--- src/rtl/patch_stim_gen.sv ---
// Patch-stream stimulus generator: emits 0..N_PATCH-1 once each, sequential, shuffled or reversed per window.
// Optional PATCH_STIM_CHECKSUM_EN adds a 32-bit running sum of accepted patch numbers.
module patch_stim_gen #(
    parameter int N_PATCH          = 600000,
    parameter int SYNC_WINDOW_LOG2 = 13,
    parameter int FP_SIZE          = 20,
    localparam int PN_W            = $clog2(N_PATCH)
) (
    input  logic                CLK,
    input  logic                RESET,
    input  logic                start,
    input  logic [1:0]          mode,
    output logic                out_val,
    input  logic                out_rdy,
    output logic [PN_W-1:0]     patch_num,
    output logic [FP_SIZE-1:0]  payload,
    output logic                busy,
    output logic                done
`ifdef PATCH_STIM_CHECKSUM_EN
    ,
    output logic [31:0]         checksum
`endif
);

    localparam int K = SYNC_WINDOW_LOG2;
    localparam logic [PN_W:0]   N_VAL    = (PN_W+1)'(N_PATCH);
    localparam logic [PN_W:0]   LAST_IDX = (PN_W+1)'(N_PATCH - 1);
    localparam logic [PN_W-1:0] WIN_STEP = PN_W'(2 ** K);

    typedef enum logic [1:0] {S_IDLE, S_LOAD, S_RUN, S_DRAIN} state_t;

    // XNOR feedback taps, bit n-1 set for 1-indexed tap n
    function automatic logic [K-1:0] tap_mask();
        case (K)
            4:       return K'(16'h000C);
            5:       return K'(16'h0014);
            6:       return K'(16'h0030);
            7:       return K'(16'h0060);
            8:       return K'(16'h00B8);
            9:       return K'(16'h0110);
            10:      return K'(16'h0240);
            11:      return K'(16'h0500);
            12:      return K'(16'h0829);
            13:      return K'(16'h100D);
            14:      return K'(16'h2015);
            15:      return K'(16'h6000);
            default: return K'(16'hD008);
        endcase
    endfunction

    localparam logic [K-1:0] TAPS = tap_mask();

    state_t              r_state, w_state_next;
    logic [1:0]          r_mode;
    logic [K-1:0]        r_off, r_lfsr;
    logic [PN_W-1:0]     r_base;
    logic [PN_W:0]       r_emit_cnt;
    logic [FP_SIZE-1:0]  r_pay_cnt;
    logic                r_out_val, r_done;
    logic [PN_W-1:0]     r_patch_num;
    logic [FP_SIZE-1:0]  r_payload;

    logic                w_start, w_clear, w_load, w_accept;
    logic                w_win_end, w_cand_ok, w_last;
    logic [K-1:0]        w_low, w_lfsr_next;
    logic [PN_W-1:0]     w_cand;

    assign w_win_end   = (r_off == '1);
    assign w_lfsr_next = {r_lfsr[K-2:0], ~^(r_lfsr & TAPS)};
    assign w_accept    = r_out_val && out_rdy;
    assign w_last      = (r_emit_cnt == LAST_IDX);

    // The LFSR never reaches all-ones, so that value fills the last slot of each window
    always_comb begin
        w_low = r_off;
        if (r_mode == 2'd1)
            w_low = w_win_end ? '1 : r_lfsr;
        else if (r_mode == 2'd2)
            w_low = ~r_off;
    end

    assign w_cand    = r_base + {{(PN_W-K){1'b0}}, w_low};
    assign w_cand_ok = ({1'b0, w_cand} < N_VAL);

    always_ff @(posedge CLK or negedge RESET) begin
        if (!RESET)
            r_state <= S_IDLE;
        else
            r_state <= w_state_next;
    end

    always_comb begin
        w_state_next = r_state;
        case (r_state)
            S_IDLE:  if (start) w_state_next = S_LOAD;
            S_LOAD:  w_state_next = S_RUN;
            S_RUN:   if (w_load && w_cand_ok && w_last) w_state_next = S_DRAIN;
            S_DRAIN: if (out_rdy) w_state_next = S_IDLE;
            default: w_state_next = S_IDLE;
        endcase
    end

    always_comb begin
        busy    = (r_state != S_IDLE);
        w_start = (r_state == S_IDLE) && start;
        w_clear = (r_state == S_LOAD);
        w_load  = (r_state == S_RUN) && (!r_out_val || out_rdy);
    end

    always_ff @(posedge CLK or negedge RESET) begin
        if (!RESET) begin
            r_mode      <= '0;
            r_off       <= '0;
            r_lfsr      <= '0;
            r_base      <= '0;
            r_emit_cnt  <= '0;
            r_pay_cnt   <= '0;
            r_out_val   <= 1'b0;
            r_patch_num <= '0;
            r_payload   <= '0;
            r_done      <= 1'b0;
        end else begin
            if (w_start) begin
                r_mode <= mode;
                r_done <= 1'b0;
            end else if (r_state == S_DRAIN && out_rdy) begin
                r_done <= 1'b1;
            end
            if (w_clear) begin
                r_off      <= '0;
                r_lfsr     <= '0;
                r_base     <= '0;
                r_emit_cnt <= '0;
                r_pay_cnt  <= '0;
                r_out_val  <= 1'b0;
            end else if (w_load) begin
                // Out-of-range candidates leave a bubble and consume no payload index
                r_out_val <= w_cand_ok;
                if (w_cand_ok) begin
                    r_patch_num <= w_cand;
                    r_payload   <= r_pay_cnt;
                    r_pay_cnt   <= r_pay_cnt + FP_SIZE'(1);
                    r_emit_cnt  <= r_emit_cnt + (PN_W+1)'(1);
                end
                r_off <= r_off + K'(1);
                if (w_win_end) begin
                    r_base <= r_base + WIN_STEP;
                    r_lfsr <= '0;
                end else begin
                    r_lfsr <= w_lfsr_next;
                end
            end else if (w_accept) begin
                r_out_val <= 1'b0;
            end
        end
    end

    assign out_val   = r_out_val;
    assign patch_num = r_patch_num;
    assign payload   = r_payload;
    assign done      = r_done;

`ifdef PATCH_STIM_CHECKSUM_EN
    logic [31:0] r_checksum;
    always_ff @(posedge CLK or negedge RESET) begin
        if (!RESET)
            r_checksum <= '0;
        else if (w_clear)
            r_checksum <= '0;
        else if (w_accept)
            r_checksum <= r_checksum + 32'(r_patch_num);
    end
    assign checksum = r_checksum;
`endif

endmodule

--- config.mk ---
export PLATFORM = sky130hd
export DESIGN_NAME = patch_stim_gen
export DESIGN_NICKNAME = d
export VERILOG_FILES = /design/src/rtl/patch_stim_gen.sv
export SDC_FILE = /design/constraint.sdc
export NUM_CORES = 1
export LEC_CHECK = 0
export ABC_AREA = 1
export BUFFER_PORTS_ARGS = -buffer_cell sky130_fd_sc_hd__buf_2
export CORE_MARGIN = 2
export CORE_UTILIZATION = 40
export CTS_BUF_LIST = sky130_fd_sc_hd__clkbuf_4
export DETAILED_ROUTE_END_ITERATION = 8
export PLACE_DENSITY = 0.69
export SLEW_MARGIN = 20
export SYNTH_ARGS = -nofsm -noshare
export SYNTH_HDL_FRONTEND = slang
export SYNTH_SLANG_ARGS = --single-unit
export TNS_END_PERCENT = 30
--- constraint.sdc ---
create_clock -name CLK -period 2.5 [get_ports CLK]
set_input_delay 0.625 -clock CLK [delete_from_list [all_inputs] [get_ports CLK]]
set_output_delay 0.625 -clock CLK [all_outputs]
set_load 0.05 [all_outputs]
======== After elaboration in Yosys (flattened, before gate mapping) ========
Index checks and enable logic that the tools add are counted.
cells by class
  muxes and demuxes ....................... 26
  add/subtract/negate cells ............... 5
  bitwise gates (word level) .............. 2
  equal/unequal tests ..................... 10
  magnitude comparators ................... 1
  reduce and logical (&&, ||, !) cells .... 20
operator list
  operator                count
  $mux 20                 6
  $mux 13                 8
  $mux 21                 3
  $add 21x1->21 const B   1
  $eq 21x20->1 const B    1
  $add 20x1->20 const B   1
  $add 20x13->20          1
  $add 20x14->20 const B  1
  $lt 20x20->1 const B    1
  $add 13x1->13 const B   1
  $eq 13x13->1 const B    1
  $not 13->13             1
  $reduce_xnor 13->1      1
  $reduce_bool 2->1       5
  $pmux 2 s4              1
  $eq 2x2->1 const B      3
  $logic_and 1x1->1       6
  $mux 2                  3
  $ne 2x2->1 const B      3
  $reduce_and 3->1        2
  $mux 1                  5
  $eq 2x1->1 const B      2
  $reduce_and 2->1        2
  $reduce_bool 3->1       1
  4 further kinds         4
word-level totals
  input bits .............................. 6
  word-level logic and storage cells ...... 75
  flip-flop bits (word level) ............. 133
  output and inout bits ................... 43

======== Longest topological paths before layout ========
  depth in word-level cells ............... 9
  gate-level depth with buffers ........... 24
  gate-level depth less buffers ........... 22

======== Worst setup path before layout ========
OpenSTA, ideal clock, no wires.
  kind .................................... reg-to-reg
  start point ............................. register r_off[0]
  end point ............................... register r_patch_num[11] (netlist: patch_num[11])
  arrival time ............................ 2.128 ns
  slack ................................... 0.251 ns
  cell stages (with the launch flop) ...... 19
  buffers on the path ..................... 3
  cell sequence ........................... dfrtp_1 ha_1 nand3_1 nor2_4 nand2_2 buf_6 nand2_1 nand2_1 inv_1 nand2_1 nand2_1 a21oi_2 nor2_2 nor2_8 nand3_4 buf_6 buf_12 nand2_4 o21ai_2
on the way
  word-level cells in the longest chain between the ends .. 6
  elaborated cells between the ends (all ways) .. 8
  those cells by class .................... 1 x add/sub; 1 x order compare; 1 x eq/ne; 3 x mux; 1 x bitwise; 1 x reduce/logical
ends and longest elaborated chain
  what                                                RTL line  source
  start: declaration                                  55        logic [K-1:0] r_off, r_lfsr;
  start signal: assignment                            145       r_off <= r_off + K'(1);
  $eq 13x13->1 / $not 13->13 (equally long branches)  68, 79
  $mux 13 (on tied branches)                          77, 78
  $mux 13 *                                           76        if (r_mode == 2'd1)
  $add 20x13->20 *                                    82        assign w_cand = r_base + {{(PN_W-K){1'b0}}, w_low};
  $lt 20x20->1                                        83        assign w_cand_ok = ({1'b0, w_cand} < N_VAL);
  $reduce_and 3->1 (no line)                          n/a
  end signal: assignment                              140       r_patch_num <= w_cand;
  end: declaration                                    60        logic [PN_W-1:0] r_patch_num;
Every way passes the cells marked *; elsewhere a longest branch is shown, timed or not.
A chain may end at the register's enable or synchronous reset.

======== Worst setup path in the final report ========
  start point ............................. register r_off[0]
  end point ............................... register r_payload[5] (netlist: payload[5])
on the way
  word-level cells in the longest chain between the ends .. 6
  elaborated cells between the ends (all ways) .. 8
  those cells by class .................... 1 x add/sub; 1 x order compare; 1 x eq/ne; 3 x mux; 1 x bitwise; 1 x reduce/logical
ends and longest elaborated chain
  what                                                RTL line  source
  $eq 13x13->1 / $not 13->13 (equally long branches)  68, 79
  $mux 13 (on tied branches)                          77, 78
  $mux 13 *                                           76
  $add 20x13->20 *                                    82
  $lt 20x20->1 *                                      83
  $reduce_and 3->1 (no line) *                        n/a
  end signal: assignment                              141       r_payload <= r_pay_cnt;
  end: declaration                                    61        logic [FP_SIZE-1:0] r_payload;
Marked as above.

==> flow_summary.toml <==
[route]
drc_errors = 0
vias = 5906
vias_per_cell = 5.10
postRouteAntennaNets = 0
wl_per_cell_um = 14.3
dr.pass1.iters = 7
drt-initial-drc-count = 523
wirelength_mm = 16.5

[finish]
fin_util_pct = 47.6
drive_gt1_share_pct = 19.6
syn_to_final_growth_pct = 16.5
final_nets = 941

[place]
gp_congestion = 0.908
io_buffers = 48
dp_hpwl_mm = 11.4

[worst_setup_path]
crit_fanout = 15
critPathArrivalTime_ns = 2.84
path_cells = "ha_2 > nand3_2 > nor2_4 > nand2_4 > nand2_1 > nand2_2 > nand2_1 > nand2_1 > nor2_1 > nand3_1 > nand2_1 > nand3_4 > nand3_4 > clkbuf_16 > nand2_1 > o21ai_1"
start_kind = "register"
max_stage_delay_ns = 0.39
cp_common_cell = "nand2_1"
r2r_cells = 16
worstSetupPathType = "register to register"
rrSetupSlack_ns = 0.13
required_ns = 2.97
crit_path_end_kind = "register"
r2r-end = "payload[5]$_DFFE_PN0P_"
slowest_stage = "dfrtp_1"
timing.rr.start = "r_off[0]$_DFFE_PN0P_"

[clock_tree]
clock_sinks = 120
insertion_delay_ns = 0.54
cts-buffers-inserted = 17
cts_tree = "yes"
ctsRootBufferMaster = "clkbuf_4"
htreeDepth = 4
clk_pin_slew_worst_paths_ns = 0.12
cts_max_path_buffers = 2

[power]
ir_drop_v = 0.000567
cellLeakagePower_nw = 3.69
power-per-cell-area_nw_per_um2 = 1030
total_power_mw = 8.13

[yosys]
synth_fp_nets = 869
yosys.area_share.simple_pct = 30.8
synth_edf_count = 0
synthAdderAreaFrac_pct = 1.85
ys_ff_latch = 120
synthTopCellsByCount = "203 x nand2_1, 120 x dfrtp_1, 88 x inv_1"
synth_seq_area_share_pct = 44.3
ys_types = 42
yosysTopAreaCellShare_pct = 44.3
synth-xor-area-share_pct = 5.42
synth_area_um2 = 6780
synth_compound_area_share_pct = 9.65
yosysTopAreaCell = "dfrtp_1"
yosys_warnings = 0
synthMuxAreaShare_pct = 0.166
yosysMostFrequentCell = "nand2_1"
async_flop_share_pct = 100
synth.avg_cell_area_um2 = 7.95
synthTopCellsByArea = "dfrtp_1 44%, nand2_1 11%, inv_1 4.9%, xor2_1 4.6%, nand3_1 4.3%"
synth_top_family_by_area = "simple AND/OR/NAND/NOR gates"
synth-main-ff-cell = "dfrtp_1"
synthCells = 853

[floorplan]
dieArea_um2 = 18000
rows = 47
initial_core_util_pct = 40.9
die_h_um = 134
io_pins = 49
coreArea_um2 = 16600
fp.dieW_um = 134

[global_route]
grt_max_degree = 72
grt_pass1_vias = 5497
antenna_found_initial = 1
grt_overflow = 0
gr-usage-all-layers_pct = 18.6
grt_pass1_wl_mm = 27.2

[timing]
finalCriticalPeriod_ns = 2.37
worst_pin_slew_ns = 0.637
grt_setup_unrepaired = "true"
drv_slew = 0
fin_skew_ns = 0.0189
slew_headroom_pct = 57.5
fmaxAchievable_mhz = 422
min_period_over_period_pct = 94.7
hold_viol_final = 0
setup_viol = 0

[run_status]
status = "completed"

[run]
cap_violations = 0

[worst_hold_path]
hold_path_class = "primary input to async pin"
layout make-up:
class                      instances  area [um^2]
sequential                       120         3000
clock inverter                    14          230
inverter                          96          365
multi-input combinational        611         3330
fill                            1628         8690
tap                              220          275
clock buffer                      17          128
timing repair buffer              79          563
antenna                            1         2.50
state kept, by name, indices dropped and copies added (netlist names):
| register | cells |
|---|---|
| r_emit_cnt | 21 |
| r_mode | 2 |
| payload | 20 |
| r_pay_cnt | 20 |
| out_val | 1 |
| r_state | 2 |
| patch_num | 20 |
| r_base | 7 |
| r_off | 13 |
| r_lfsr | 13 |
| done | 1 |
cell usage in the layout (no fill, tap or decap), types with 3 or more instances in the layout:
master      instances
nor4_1              9
a21oi_1            15
nand3_1            57
buf_4              25
nor3_1             25
buf_2              47
o21ai_1            45
ha_1                9
o21ai_2            10
nand3_2             6
xnor2_1             5
o21ai_0            27
nand2_4            13
nor3b_1             4
o22ai_1            12
nand4_1            16
nand2_1           202
or2_2               4
bufinv_16           6
clkbuf_4           17
nor2_4              6
nor2_1             76
clkinvlp_4          3
clkinv_2            3
dfrtp_1           119
inv_1              88
inv_2               6
nand2_2            10
nor2_2              6
buf_12              3
xor2_1             36
kinds of logic (layout without fill, tap and decap cells):
logic type	after synthesis	in the layout
AND/OR/NAND/NOR	439	441
buffers and inverters	124	206
flip-flops	120	120
AO/OA/AOI/OAI	116	116
XOR/XNOR	42	42
adder cells (fa/ha/maj)	10	10
other	1	2
multiplexers	1	1
worst max-delay path: cells and delay by family (launching register included):
kind / cells / cell delay, ns
simple gates: 13 / 1.41
flops: 1 / 0.39
buf+inv: 1 / 0.23
fa+ha+maj: 1 / 0.21
compound gates: 1 / 0.06
stage by stage:
stage          std cells  hold WS (ns)  cell area (um^2)  TNS, ns  setup WS [ns]
2_1_floorplan        853         0.329              6780        0          0.251
3_3_place_gp        1110         0.461              7300        0         0.0617
3_5_place_dp        1110         0.461              7300   -0.263        -0.0235
4_1_cts             1141        0.0750              7670        0        0.00451
5_1_grt             1158        0.0834              7900   -0.171        -0.0203
6_report            1158        0.0813              7900        0          0.131
timing repair:
| item | CTS | global route |
|---|---|---|
| buffers inserted | 0 | 12 |
| cloned | 0 | 4 |
| pin swaps | 0 | 5 |
| hold buffers | 0 | 0 |
| hold endpoints to repair | 0 | 0 |
| resized for setup | 2 | 16 |
| endpoints found under the setup margin | 30 | 82 |
where the power goes:
part	internal (mW)	total [mW]	switching, mW
Sequential	2.21	2.45	0.236
Clock	0.980	1.74	0.762
Combinational	1.20	3.94	2.74
worst max path at each step:
stage,from,end,cells after the start
global route,r_off[1]$_DFFE_PN0P_,payload[7]$_DFFE_PN0P_,15
detailed placement,r_off[0]$_DFFE_PN0P_,r_pay_cnt[5]$_DFFE_PN0P_,16
finish,r_off[0]$_DFFE_PN0P_,payload[5]$_DFFE_PN0P_,16
floorplan,r_off[0]$_DFFE_PN0P_,patch_num[11]$_DFFE_PN0P_,18
global placement,r_off[0]$_DFFE_PN0P_,r_pay_cnt[8]$_DFFE_PN0P_,14
CTS,r_off[0]$_DFFE_PN0P_,patch_num[8]$_DFFE_PN0P_,14
per-layer routing:
layer  up-vias  wire [um]  GRT usage, %
met5         -          0             0
met4         0        391          6.55
met3        32       1000          4.42
met2       188       7280          27.0
met1      2769       7860          27.1
li1       2917          -             -
Power figures use the tool's default switching activity.
